`src/rtl/mtr_pkg.sv`:
```
// Shared motor-drive definitions: duty width, the stopped duty code, the
// last count of a PWM period and the slew limiter state type.
package mtr_pkg;

    localparam int DUTY_W = 11;

    localparam logic [DUTY_W-1:0] DUTY_ZERO = 11'h400;
    localparam logic [DUTY_W-1:0] PRD_LAST  = 11'h7FF;

    typedef enum logic [1:0] {
        IDLE,
        RAMP,
        BRAKE
    } slew_state_e;

endpackage

```
`src/rtl/mtr_prd_cnt.sv`:
```
// Free-running 2048-clock PWM period counter with a registered end-of-period
// flag that is high exactly while the count sits at its last value.
module mtr_prd_cnt
    import mtr_pkg::*;
(
    input  logic              clk,
    input  logic              rst_n,
    output logic [DUTY_W-1:0] prd_cnt,
    output logic              prd_end
);

    // prd_end is registered from the count one below the last so it lines up with it
    always_ff @(posedge clk or negedge rst_n) begin
        if (!rst_n) begin
            prd_cnt <= '0;
            prd_end <= 1'b0;
        end else begin
            prd_cnt <= prd_cnt + DUTY_W'(1);
            prd_end <= (prd_cnt == (PRD_LAST - DUTY_W'(1)));
        end
    end

endmodule

```
`src/rtl/mtr_duty_slew.sv`:
```
// Slew-rate limited duty updater: steps the PWM duty toward the commanded
// target once per PWM period, with a faster brake ramp to stop on estop.
module mtr_duty_slew
    import mtr_pkg::*;
#(
    parameter logic [DUTY_W-1:0] STEP     = 11'd32,
    parameter logic [DUTY_W-1:0] STEP_BRK = 11'd128
) (
    input  logic              clk,
    input  logic              rst_n,
    input  logic [DUTY_W-1:0] cmd_spd,
    input  logic              cmd_vld,
    input  logic              estop,
    output logic [DUTY_W-1:0] duty,
    output logic              at_target,
    output logic              prd_end
);

    logic [DUTY_W-1:0]   prd_cnt;
    logic [DUTY_W-1:0]   tgt;
    logic [DUTY_W-1:0]   eff_tgt;
    logic [DUTY_W-1:0]   eff_step;
    logic signed [DUTY_W:0] diff;
    logic [DUTY_W:0]     abs_diff;
    logic [DUTY_W-1:0]   duty_nxt;
    logic                upd;
    slew_state_e         state;
    slew_state_e         state_nxt;

    mtr_prd_cnt u_prd_cnt (
        .clk     (clk),
        .rst_n   (rst_n),
        .prd_cnt (prd_cnt),
        .prd_end (prd_end)
    );

    assign upd = (prd_cnt == PRD_LAST);

    // estop acts combinationally so a brake request lands on the same update edge
    always_comb begin
        eff_tgt  = estop ? DUTY_ZERO : tgt;
        eff_step = estop ? STEP_BRK : STEP;
        diff     = $signed({1'b0, eff_tgt}) - $signed({1'b0, duty});
        abs_diff = diff[DUTY_W] ? (DUTY_W+1)'(-diff) : (DUTY_W+1)'(diff);
        duty_nxt = duty;
        if (upd) begin
            if (abs_diff <= {1'b0, eff_step}) begin
                duty_nxt = eff_tgt;
            end else if (diff[DUTY_W]) begin
                duty_nxt = duty - eff_step;
            end else begin
                duty_nxt = duty + eff_step;
            end
        end
    end

    always_comb begin
        state_nxt = state;
        case (state)
            IDLE: begin
                if (duty_nxt != eff_tgt) begin
                    state_nxt = estop ? BRAKE : RAMP;
                end
            end
            RAMP: begin
                if (duty_nxt == eff_tgt) begin
                    state_nxt = IDLE;
                end else if (estop) begin
                    state_nxt = BRAKE;
                end
            end
            BRAKE: begin
                if (duty_nxt == eff_tgt) begin
                    state_nxt = IDLE;
                end else if (!estop) begin
                    state_nxt = RAMP;
                end
            end
            default: state_nxt = IDLE;
        endcase
    end

    // Command offset to unsigned duty is just an MSB flip of the two's complement value
    always_ff @(posedge clk or negedge rst_n) begin
        if (!rst_n) begin
            tgt       <= DUTY_ZERO;
            duty      <= DUTY_ZERO;
            state     <= IDLE;
            at_target <= 1'b1;
        end else begin
            if (cmd_vld) begin
                tgt <= {~cmd_spd[DUTY_W-1], cmd_spd[DUTY_W-2:0]};
            end
            duty      <= duty_nxt;
            state     <= state_nxt;
            at_target <= (state_nxt == IDLE);
        end
    end

endmodule

```
`config.mk`:
```
export PLATFORM = sky130hd
export DESIGN_NAME = mtr_duty_slew
export DESIGN_NICKNAME = d
export VERILOG_FILES = /design/src/rtl/mtr_pkg.sv /design/src/rtl/mtr_prd_cnt.sv /design/src/rtl/mtr_duty_slew.sv
export SDC_FILE = /design/constraint.sdc
export NUM_CORES = 1
export LEC_CHECK = 0
export BUFFER_PORTS_ARGS = -buffer_cell sky130_fd_sc_hd__buf_4
export CORE_AREA = 10 10 96 98
export CTS_CLUSTER_DIAMETER = 120
export DETAILED_ROUTE_END_ITERATION = 10
export DIE_AREA = 0 0 106 108
export PLACE_DENSITY = 0.56
export SETUP_SLACK_MARGIN = 0.3
export SLEW_MARGIN = 20
export SYNTH_ARGS = -nofsm -noshare
export SYNTH_HDL_FRONTEND = slang
export SYNTH_SLANG_ARGS = --single-unit
```
`constraint.sdc`:
```
create_clock -name clk -period 5.6 [get_ports clk]
set_input_delay 1.4 -clock clk [delete_from_list [all_inputs] [get_ports clk]]
set_output_delay 1.4 -clock clk [all_outputs]
set_load 0.01 [all_outputs]
```
==> impl_results.md, run 1 <==
- Placer Congestion: 0.8774
- Min Clock Period, post-route: 5.011 ns
- Crit path DAT: 5.18 ns
- Min Hold Slack: 0.4635 ns
- R2R setup slack: 1.46 ns
- Worst setup EP type: flip-flop
- Detailed placement HPWL: 5.263 mm
- Post-synth top flop: dfrtp_1
- PD cells: 186.0 mW/mm²
- Sequential-to-total area share from yosys stat: 32.36%
- Port buffer count: 27
- Worst hold-check path type: flip-flop to flip-flop
- Number of diodes: 0
- CP required: 5.77 ns
- Share of cells above drive strength 1: 22.84%
- Final net count: 393
- Clk Latency, worst-skew pair: 0.29 ns
- Die area: 0.01145 mm²
- Slew Viols, Final: 0
- Tcrit/Tclk final: 89.49%
- Setup violations, final: 0
- # DRC: 0
- RR Startpoint: tgt[4]
- Clk sink count: 37
- Worst hold stages: 1
- R2r endpoint: state[1]
- Starting DRT DRC Count: 131
- Final ANT Viol Nets: 0
- Gr usage total: 11.79%
- Post-Syn Area: 0.002873 mm²
- First-pass GRT wire length: 11.33 mm
- Slew headroom: 69.56%
- Final hold viol count: 0
- Async set or reset register ratio after synthesis: 100.0%
- Worst R2R Path Depth: 18
- Synth Register Bits: 37
- Syn avg cell area: 8.922 µm²
- Initial Util: 38.58%
- Drt first pass iters: 4
- Wire per inst: 14.46 µm
- Vias in the first global route: 2376
- Total Routed Length: 6.666 mm
- Syn Nets: 357
- Post-synth EDFFs: 0
- Chip height: 108 µm
- Worst slack at placement: -0.1623 ns
- Largest net degree at the start of global routing: 38
- Most common cell after layout, fill and taps aside: buf_4
- Initial antenna violation count: 0
- Unique masters post-synth: 65
- WS Path Type: input port to flip-flop
- Type of origin of the critical path: input port
- Worst Skew: 0.003229 ns
- Reg clk slew, reported paths: 0.07 ns
- Row count: 32
- Crit-path max FO: 17
- P&R area growth vs syn: 19.77%
- Root Buffer: clkbuf_8
- Maximum VDD drop: 0.0001283 V
- Hold Startpoint: u_prd_cnt.prd_cnt[8]
- Gate count after technology mapping: 322
- CTS Hold Buffers Added: 0
- H-tree depth: 2
- Via-per-instance ratio: 5.171
- Io pins: 28
- Fmax: 199.5 MHz
- GRT overflow: 0
- Yosys warning count: 0
- P_leak: 1.471 nW
- Unrepaired setup endpoints after global routing: no
- CTS Buf Count: 5
- WHS Endpoint: u_prd_cnt.prd_cnt[8]
- Least-Margin Pin Slew: 0.4567 ns
- Final worst slack: 0.5886 ns
- Most frequent cells in the layout: buf_4, dfrtp_1, nor2_1, xnor2_1, inv_1
- CTS tree: built
- DR vias: 2384
- Die X-Extent: 106 µm
- Core area: 0.007447 mm²
- MaxCap Viol Count: 0
- Status: complete, no violations
- CTS max path bufs: 2
-- per-stage QoR --
stage          TNS (ns)  instances  total power, mW  utilization (%)  area, µm²
2_1_floorplan         0        322           0.3669                -       2874
3_3_place_gp    -0.5612        452           0.4024            43.45       3236
3_5_place_dp    -0.4435        452           0.4040            43.45       3236
4_1_cts               0        460           0.6454            45.14       3362
5_1_grt               0        461           0.6735            46.20       3441
6_report              0        461           0.6398            46.20       3441
-- where the power goes --
part / switching (mW) / internal, mW
sequential: 0.00813 / 0.277
clock: 0.0923 / 0.145
combinational: 0.0609 / 0.0560
-- cells by family after synthesis --
logic type               Yosys count  synth area share, %
multiplexers                      16                6.054
flip-flops                        37                32.36
AO/OA/AOI/OAI                     65                15.85
AND/OR/NAND/NOR                  115                21.04
XOR/XNOR                          36                10.98
buffers and inverters             33                4.748
adder cells (fa/ha/maj)           20                8.972
-- worst max-delay path by stage --
stage               cells after the start  start  slack [ns]        to
floorplan                              18  estop        0.40   duty[0]
global placement                       20  estop       -0.20  state[1]
detailed placement                     20  estop       -0.16  state[0]
CTS                                    19  estop        0.31  state[1]
global route                           19  estop        0.29  state[0]
finish                                 18  estop        0.59   duty[0]
-- critical path, stage by stage --
cell and delay [ns]:
buf_4 0.18, nor2b_2 0.18, inv_1 0.06, ha_1 0.20
fa_1 0.43, nor4bb_2 0.36, nor4_1 0.10, xor2_1 0.22
inv_1 0.11, nand4bb_1 0.20, o21ai_0 0.22, xnor2_1 0.09
ha_1 0.21, a2111o_1 0.34, o221ai_1 0.09, o22a_2 0.24
and2_2 0.21, mux2_1 0.32
-- final cells by class --
cell class                      count  area, µm²
Timing Repair Buffer               39      292.8
Clock inverter                      1      30.03
Fill cell                         764       4006
Sequential cell                    37      929.6
Multi-Input combinational cell    252       1888
Inverter                           23      86.33
Tap cell                          102      127.6
Clock buffer                        7      86.33
-- Yosys cell counts, types with 5 or more instances --
| cell type | instances | area share (%) |
|---|---|---|
| nand3_1 | 20 | 3.5 |
| nor3_1 | 10 | 1.7 |
| xnor2_1 | 27 | 8.2 |
| inv_1 | 21 | 2.7 |
| nand2_1 | 17 | 2.2 |
| nand4_1 | 5 | 1.1 |
| dfrtp_1 | 34 | 30 |
| nor2_1 | 29 | 3.8 |
| xor2_1 | 9 | 2.7 |
| nor2b_1 | 10 | 2.2 |
| o21ai_0 | 8 | 1.4 |
| mux2i_1 | 5 | 1.7 |
| a21oi_1 | 16 | 2.8 |
| mux2_2 | 10 | 3.9 |
| a211oi_1 | 6 | 1.6 |
| clkbuf_1 | 5 | 0.65 |
| ha_1 | 19 | 8.3 |
-- repair_timing --
item | in CTS | in global routing
resized for setup | 3 | 16
buffers inserted | 0 | 1
pin swaps | 0 | 4
gates cloned | 0 | 0
endpoints found under the setup margin | 3 | 7
-- layer usage --
| layer | vias to the layer above | global-route usage, % | wire length, µm |
|---|---|---|---|
| met5 | - | 0 | 0 |
| met4 | 0 | 4.352 | 95 |
| met3 | 9 | 2.023 | 194 |
| met2 | 33 | 20.10 | 3188 |
| met1 | 1109 | 14.69 | 3188 |
| li1 | 1233 | - | - |
-- state kept, by name (all words and copies together), names as in the netlist --
signal and cells:
at_target 1, duty 11, state 2, tgt 11
u_prd_cnt.prd_cnt 11, u_prd_cnt.prd_end 1
Power figures use the tool's default switching activity.
==> run 2, diff against run 1 <==
Settings changed: ABC_AREA set to 1, CORE_AREA 10 10 96 98 to 10 10 98 100, DIE_AREA 0 0 106 108 to 0 0 108 110, PLACE_DENSITY 0.56 to 0.55.
==> run 2 against run 1 <==
  * Sequential power down 2%
  * Critical path depth up 9
  * Setup slack better by 0.14 ns
  * Wire length up 8.5%
  * Clock power down 21%
  * Synthesized cell count up 32%
  * Global-route usage up 1.2 points
  * Area after synthesis up 3.9%
  * Highest routed layer unchanged
==> impl_results.md, run 2 <==
- Area leader, netlist: dfrtp_1
- H-tree depth: 2
- CTS Buf Count: 5
- Async set or reset register ratio after synthesis: 100.0%
- Number of diodes: 0
- Largest regs: duty x11, tgt x11, u_prd_cnt.prd_cnt x11
- Min Hold Slack: 0.4789 ns
- RR Startpoint: tgt[1]
- P&R area growth vs syn: 14.84%
- CP max-delay cell: fa_1
- Most common cell after layout, fill and taps aside: nand2_1
- Crit-path max FO: 14
- R2r endpoint: state[1]
- Final ANT Viol Nets: 0
- Worst R2R Path Depth: 26
- Top cells by count, synth: nand2_1, inv_1, nand3_1, nor2_1, dfrtp_1
- WS Path Type: input port to flip-flop
- Largest net degree at the start of global routing: 38
- Yosys warning count: 0
- Unique masters post-synth: 34
- Post-Syn Area: 0.002984 mm²
- Die X-Extent: 108 µm
- Setup TNS: 0 ns
- Slew Viols, Final: 0
- Finished Core Util: 44.81%
- Syn Nets: 459
- Row count: 32
- Final net count: 494
- Reg clk slew, reported paths: 0.08 ns
- Gr usage total: 13.03%
- WHS Endpoint: u_prd_cnt.prd_cnt[9]
- DR vias: 2679
- Drt first pass iters: 5
- Fmax: 205.3 MHz
- Maximum VDD drop: 0.0001613 V
- Post-synth top area share: 28.51%
- GRT overflow: 0
- Core area: 0.007647 mm²
- Vias in the first global route: 2707
- Gate count after technology mapping: 424
- Synth area leaders: dfrtp_1, nand2_1, inv_1
- # DRC: 0
- CTS Hold Buffers Added: 0
- Most numerous cell in the Yosys netlist: nand2_1
- Fillers: 802
- Detailed placement HPWL: 5.773 mm
- Least-Margin Pin Slew: 0.5348 ns
- First-pass GRT wire length: 12.62 mm
- Final hold viol count: 0
- Setup violations, final: 0
- Syn avg cell area: 7.038 µm²
- Initial antenna violation count: 0
- Die area: 0.01188 mm²
- Via-per-instance ratio: 4.767
- Min Clock Period, post-route: 4.871 ns
- CP required: 5.79 ns
- Worst hold stages: 1
- R2R setup slack: 1.72 ns
- Clk sink count: 37
- Worst hold-check path type: flip-flop to flip-flop
- CTS max path bufs: 2
- Initial Util: 39.02%
- Root Buffer: clkbuf_8
- Tcrit/Tclk final: 86.99%
- Starting DRT DRC Count: 102
- Most used cell, CP: nand2_1
- Post-synth top flop: dfrtp_1
- Io pins: 28
- PD cells: 192.8 mW/mm²
- CTS tree: built
- Worst setup EP type: flip-flop
- Most frequent cells in the layout: nand2_1, inv_1, nand3_1, nor2_1, dfrtp_1
- Status: complete, no violations
- Slew headroom: 64.31%
- Unrepaired setup endpoints after global routing: no
- Total Routed Length: 7.231 mm
- Placer Congestion: 0.8572
- Type of origin of the critical path: input port
- Worst Skew: 0.004254 ns
- Synth Register Bits: 37
- Wire per inst: 12.87 µm
- Share of cells above drive strength 1: 15.65%
- P_leak: 1.884 nW
- MaxCap Viol Count: 0
- Port buffer count: 27
- Chip height: 110 µm
- Hold Startpoint: u_prd_cnt.prd_cnt[9]
- Crit path DAT: 5.06 ns
- Sequential-to-total area share from yosys stat: 31.15%
- Post-synth EDFFs: 0
- Clk Latency, worst-skew pair: 0.29 ns
- Max stage delay on crit path: 0.41 ns
run 2: cell types whose count changed after synthesis, moves of 10 or more:
cell     previous run  this run
nand2_1            17       122
inv_1              21        70
nand3_1            20        45
xnor2_1            27        10
a21oi_1            16         4
mux2_2             10         0
nor2b_1            10         0
run 2: how the worst max path moves through the flow:
stage               startpoint         to  slack (ns)  cells past startpoint
finish                   estop   state[1]        0.73                     27
global route             estop   state[0]        0.33                     27
CTS                      estop  at_target        0.44                     26
detailed placement       estop   state[1]        0.14                     27
global placement         estop  at_target        0.04                     26
floorplan                estop   state[0]        0.88                     24
run 2: per-stage QoR:
step                      cell area [µm²]  cells  setup slack [ns]  power [mW]
after floorplan                      2984    424            0.8768      0.4252
after global placement               3322    553           0.03517      0.4769
after detailed placement             3322    553            0.1431      0.4770
after CTS                            3410    561            0.4405      0.6680
after global routing                 3427    562            0.3287      0.7065
final                                3427    562            0.7285      0.6609
run 2: routing by layer:
layer	up-vias	routed length (µm)	GRT usage [%]
met5	-	0	0
met4	0	114	4.485
met3	8	238	1.799
met2	55	3338	21.42
met1	1209	3540	17.16
li1	1407	-	-
run 2: area by class of cell:
type | count | area, µm² | share of cell area, %
Clock inverter | 2 | 15.01 | 0.4381
Clock buffer | 6 | 72.57 | 2.118
Multi-Input combinational cell | 310 | 1763 | 51.44
Sequential cell | 37 | 929.6 | 27.13
Inverter | 73 | 279.0 | 8.142
Tap cell | 102 | 127.6 | 3.724
Timing Repair Buffer | 32 | 240.2 | 7.010
run 2: repair_timing:
item                                    CTS  global route
gates resized for setup                   0             5
endpoints found under the setup margin    0             3
setup buffers                             0             1
run 2: power breakdown:
group	total, mW	internal, mW	switching (mW)
clock network	0.187	0.0877	0.0997
logic	0.194	0.0677	0.126
registers	0.280	0.276	0.00342
total	0.661	0.432	0.229
run 2: critical path: cells and delay by family:
family,cells,cell delay (ns)
and+or+nand+nor,18,1.94
buffers and inverters,3,0.40
adders and majority gates,3,0.94
AOI/OAI and AO/OA,2,0.29
xor gates and xnor gates,1,0.11
run 2: kinds of logic after synthesis:
kind of cell | count (synthesis) | share of synthesized area (%)
and+or+nand+nor | 238 | 36.86
buffers and inverters | 77 | 10.02
adders and majority gates | 20 | 8.637
DFF | 37 | 31.15
AOI/OAI and AO/OA | 32 | 6.835
xor gates and xnor gates | 20 | 6.499
==> run 3, diff against run 2 <==
--- a/config.mk
+++ b/config.mk
@@ -12,4 +12,5 @@
 export DETAILED_ROUTE_END_ITERATION = 10
 export DIE_AREA = 0 0 108 110
+export HOLD_SLACK_MARGIN = 0.05
 export PLACE_DENSITY = 0.55
 export SETUP_SLACK_MARGIN = 0.3
==> constraint.sdc (replaced) <==
create_clock -name clk -period 5.6 [get_ports clk]
set_input_delay 0.28 -clock clk [delete_from_list [all_inputs] [get_ports clk]]
set_output_delay 0.28 -clock clk [all_outputs]
set_load 0.01 [all_outputs]
==> run 3 against run 2 <==
  * Fmax rose by 19%
  * Count of clock-buffer cells in the layout fell by 1
  * Global-route usage fell by 0.34 points
  * Sequential power barely moved
  * Sequential share of layout area rose by 0.28 points
  * Critical path depth fell by 1
  * Highest routed layer unchanged
  * Largest cell class unchanged
  * Wire length fell by 0.33%
  * First-iteration DRC count fell by 2.0%
  * Clock skew rose by 0.0033 ns
  * Sequential cell count did not move
  * Via count fell by 0.49%
  * Total power barely moved
==> impl_results.md, run 3 (synthesis gave the netlist of run 2 again) <==
- Io pins: 28
- Setup violations, final: 0
- P_leak: 1.871 nW
- CP required: 5.79 ns
- Initial Util: 39.02%
- Status: complete, no violations
- Slew headroom: 66.96%
- Crit path DAT: 4.28 ns
- RR Startpoint: tgt[1]
- Via-per-instance ratio: 4.778
- Largest net degree at the start of global routing: 38
- Max stage delay on crit path: 0.44 ns
- First-pass GRT wire length: 12.34 mm
- WL met2: 3.415 mm
- Worst setup EP type: flip-flop
- Min Clock Period, post-route: 4.093 ns
- Initial antenna violation count: 0
- Final net count: 490
- H-tree depth: 2
- R2R setup slack: 1.51 ns
- Root Buffer: clkbuf_8
- Worst Skew: 0.007507 ns
- Vias in the first global route: 2602
- Type of origin of the critical path: flip-flop
- Hold Startpoint: cmd_spd[10]
- Top Metal Used: met4
- Worst hold-check path type: input port to flip-flop
- Routed wl met3: 252 µm
- GRT overflow: 0
- Port buffer count: 27
- MaxCap Viol Count: 0
- Final hold viol count: 0
- Slew Viols, Final: 0
- Setup crit start: tgt[1]
- Maximum VDD drop: 0.0001748 V
- Crit-path max FO: 15
- Clk Latency, worst-skew pair: 0.29 ns
- Number of diodes: 0
- Die X-Extent: 108 µm
- CTS Buf Count: 5
- Min Hold Slack: 0.1387 ns
- Clk sink count: 37
- WS Path Type: flip-flop to flip-flop
- Die area: 0.01188 mm²
- # DRC: 0
- Final ANT Viol Nets: 0
- DR vias: 2666
- Fmax: 244.3 MHz
- Drt first pass iters: 5
- Placer Congestion: 0.8812
- Row count: 32
- Most frequent cells in the layout: nand2_1, inv_1, nand3_1, nor2_1, dfrtp_1
- Fillers: 795
- CTS tree: built
- Post-CTS Repair Setup Buffers: 0
- Detailed placement HPWL: 5.738 mm
- CTS max path bufs: 2
- Gr usage total: 12.69%
- Finished Core Util: 44.36%
- Largest regs: duty x11, tgt x11, u_prd_cnt.prd_cnt x11
- Reg clk slew, reported paths: 0.08 ns
- Unrepaired setup endpoints after global routing: no
- Chip height: 110 µm
- Core area: 0.007647 mm²
- Share of cells above drive strength 1: 14.25%
- Tcrit/Tclk final: 73.09%
- Starting DRT DRC Count: 100
- P&R area growth vs syn: 13.67%
- Most common cell after layout, fill and taps aside: nand2_1
- Setup TNS: 0 ns
- PD cells: 194.9 mW/mm²
- CP max-delay cell: fa_1
- Wire per inst: 12.92 µm
- Metal-1 WL: 3.444 mm
- Total Routed Length: 7.207 mm
- Least-Margin Pin Slew: 0.4951 ns
==> run 3: worst max-delay path, delay by kind of cell, from the launching register on <==
family / cells / cell delay, ns
buffers and inverters: 3 / 0.31
AO/OA/AOI/OAI: 1 / 0.22
XOR/XNOR: 1 / 0.11
adder cells (fa/ha/maj): 2 / 0.74
AND/OR/NAND/NOR: 19 / 2.25
flip-flops: 1 / 0.33
==> run 3: layer usage <==
layer | track usage [%] | up-vias
met5 | 0 | -
met4 | 4.008 | 0
met3 | 2.031 | 8
met2 | 21.42 | 59
met1 | 16.23 | 1196
li1 | - | 1403
==> run 3: final timing paths <==
| path | end | cells after the start |
|---|---|---|
| setup / recovery | state[1] | 26 |
| setup reg to reg | state[1] | 26 |
| hold reg to reg | u_prd_cnt.prd_cnt[9] | 1 |
| max in group asynchronous | duty[10] | 2 |
| hold / removal | tgt[10] | 2 |
| min in group asynchronous | u_prd_cnt.prd_cnt[6] | 2 |
==> run 3: final cells by class <==
class                           count  area, µm²  share of cell area, %
Timing Repair Buffer               28      212.7                  6.271
Tap cell                          102      127.6                  3.762
Clock buffer                        5      68.82                  2.029
Multi-Input combinational cell    310       1755                  51.75
Clock inverter                      3      21.27                 0.6271
Sequential cell                    37      929.6                  27.41
Inverter                           73      276.5                  8.152
==> run 3: where the power goes <==
| group | total [mW] | switching (mW) | leakage, nW | internal [mW] |
|---|---|---|---|---|
| logic | 0.190 | 0.126 | 1.37 | 0.0648 |
| registers | 0.280 | 0.00361 | 0.454 | 0.276 |
| clock network | 0.191 | 0.103 | 0.0445 | 0.0883 |
==> run 3: repair_timing <==
item                                   in CTS  in global routing
gates resized for setup                     0                  0
hold buffers                                1                  0
endpoints found under the hold margin      34                  0
==> run 3: stage by stage <==
step | setup slack (ns) | instances | area, µm² | power, mW
floorplan | 1.997 | 424 | 2984 | 0.4252
CTS | 1.536 | 558 | 3392 | 0.6707
global placement | 1.281 | 549 | 3292 | 0.4740
finish | 1.507 | 558 | 3392 | 0.6611
global route | 0.9964 | 558 | 3392 | 0.7062
detailed placement | 1.298 | 549 | 3292 | 0.4734
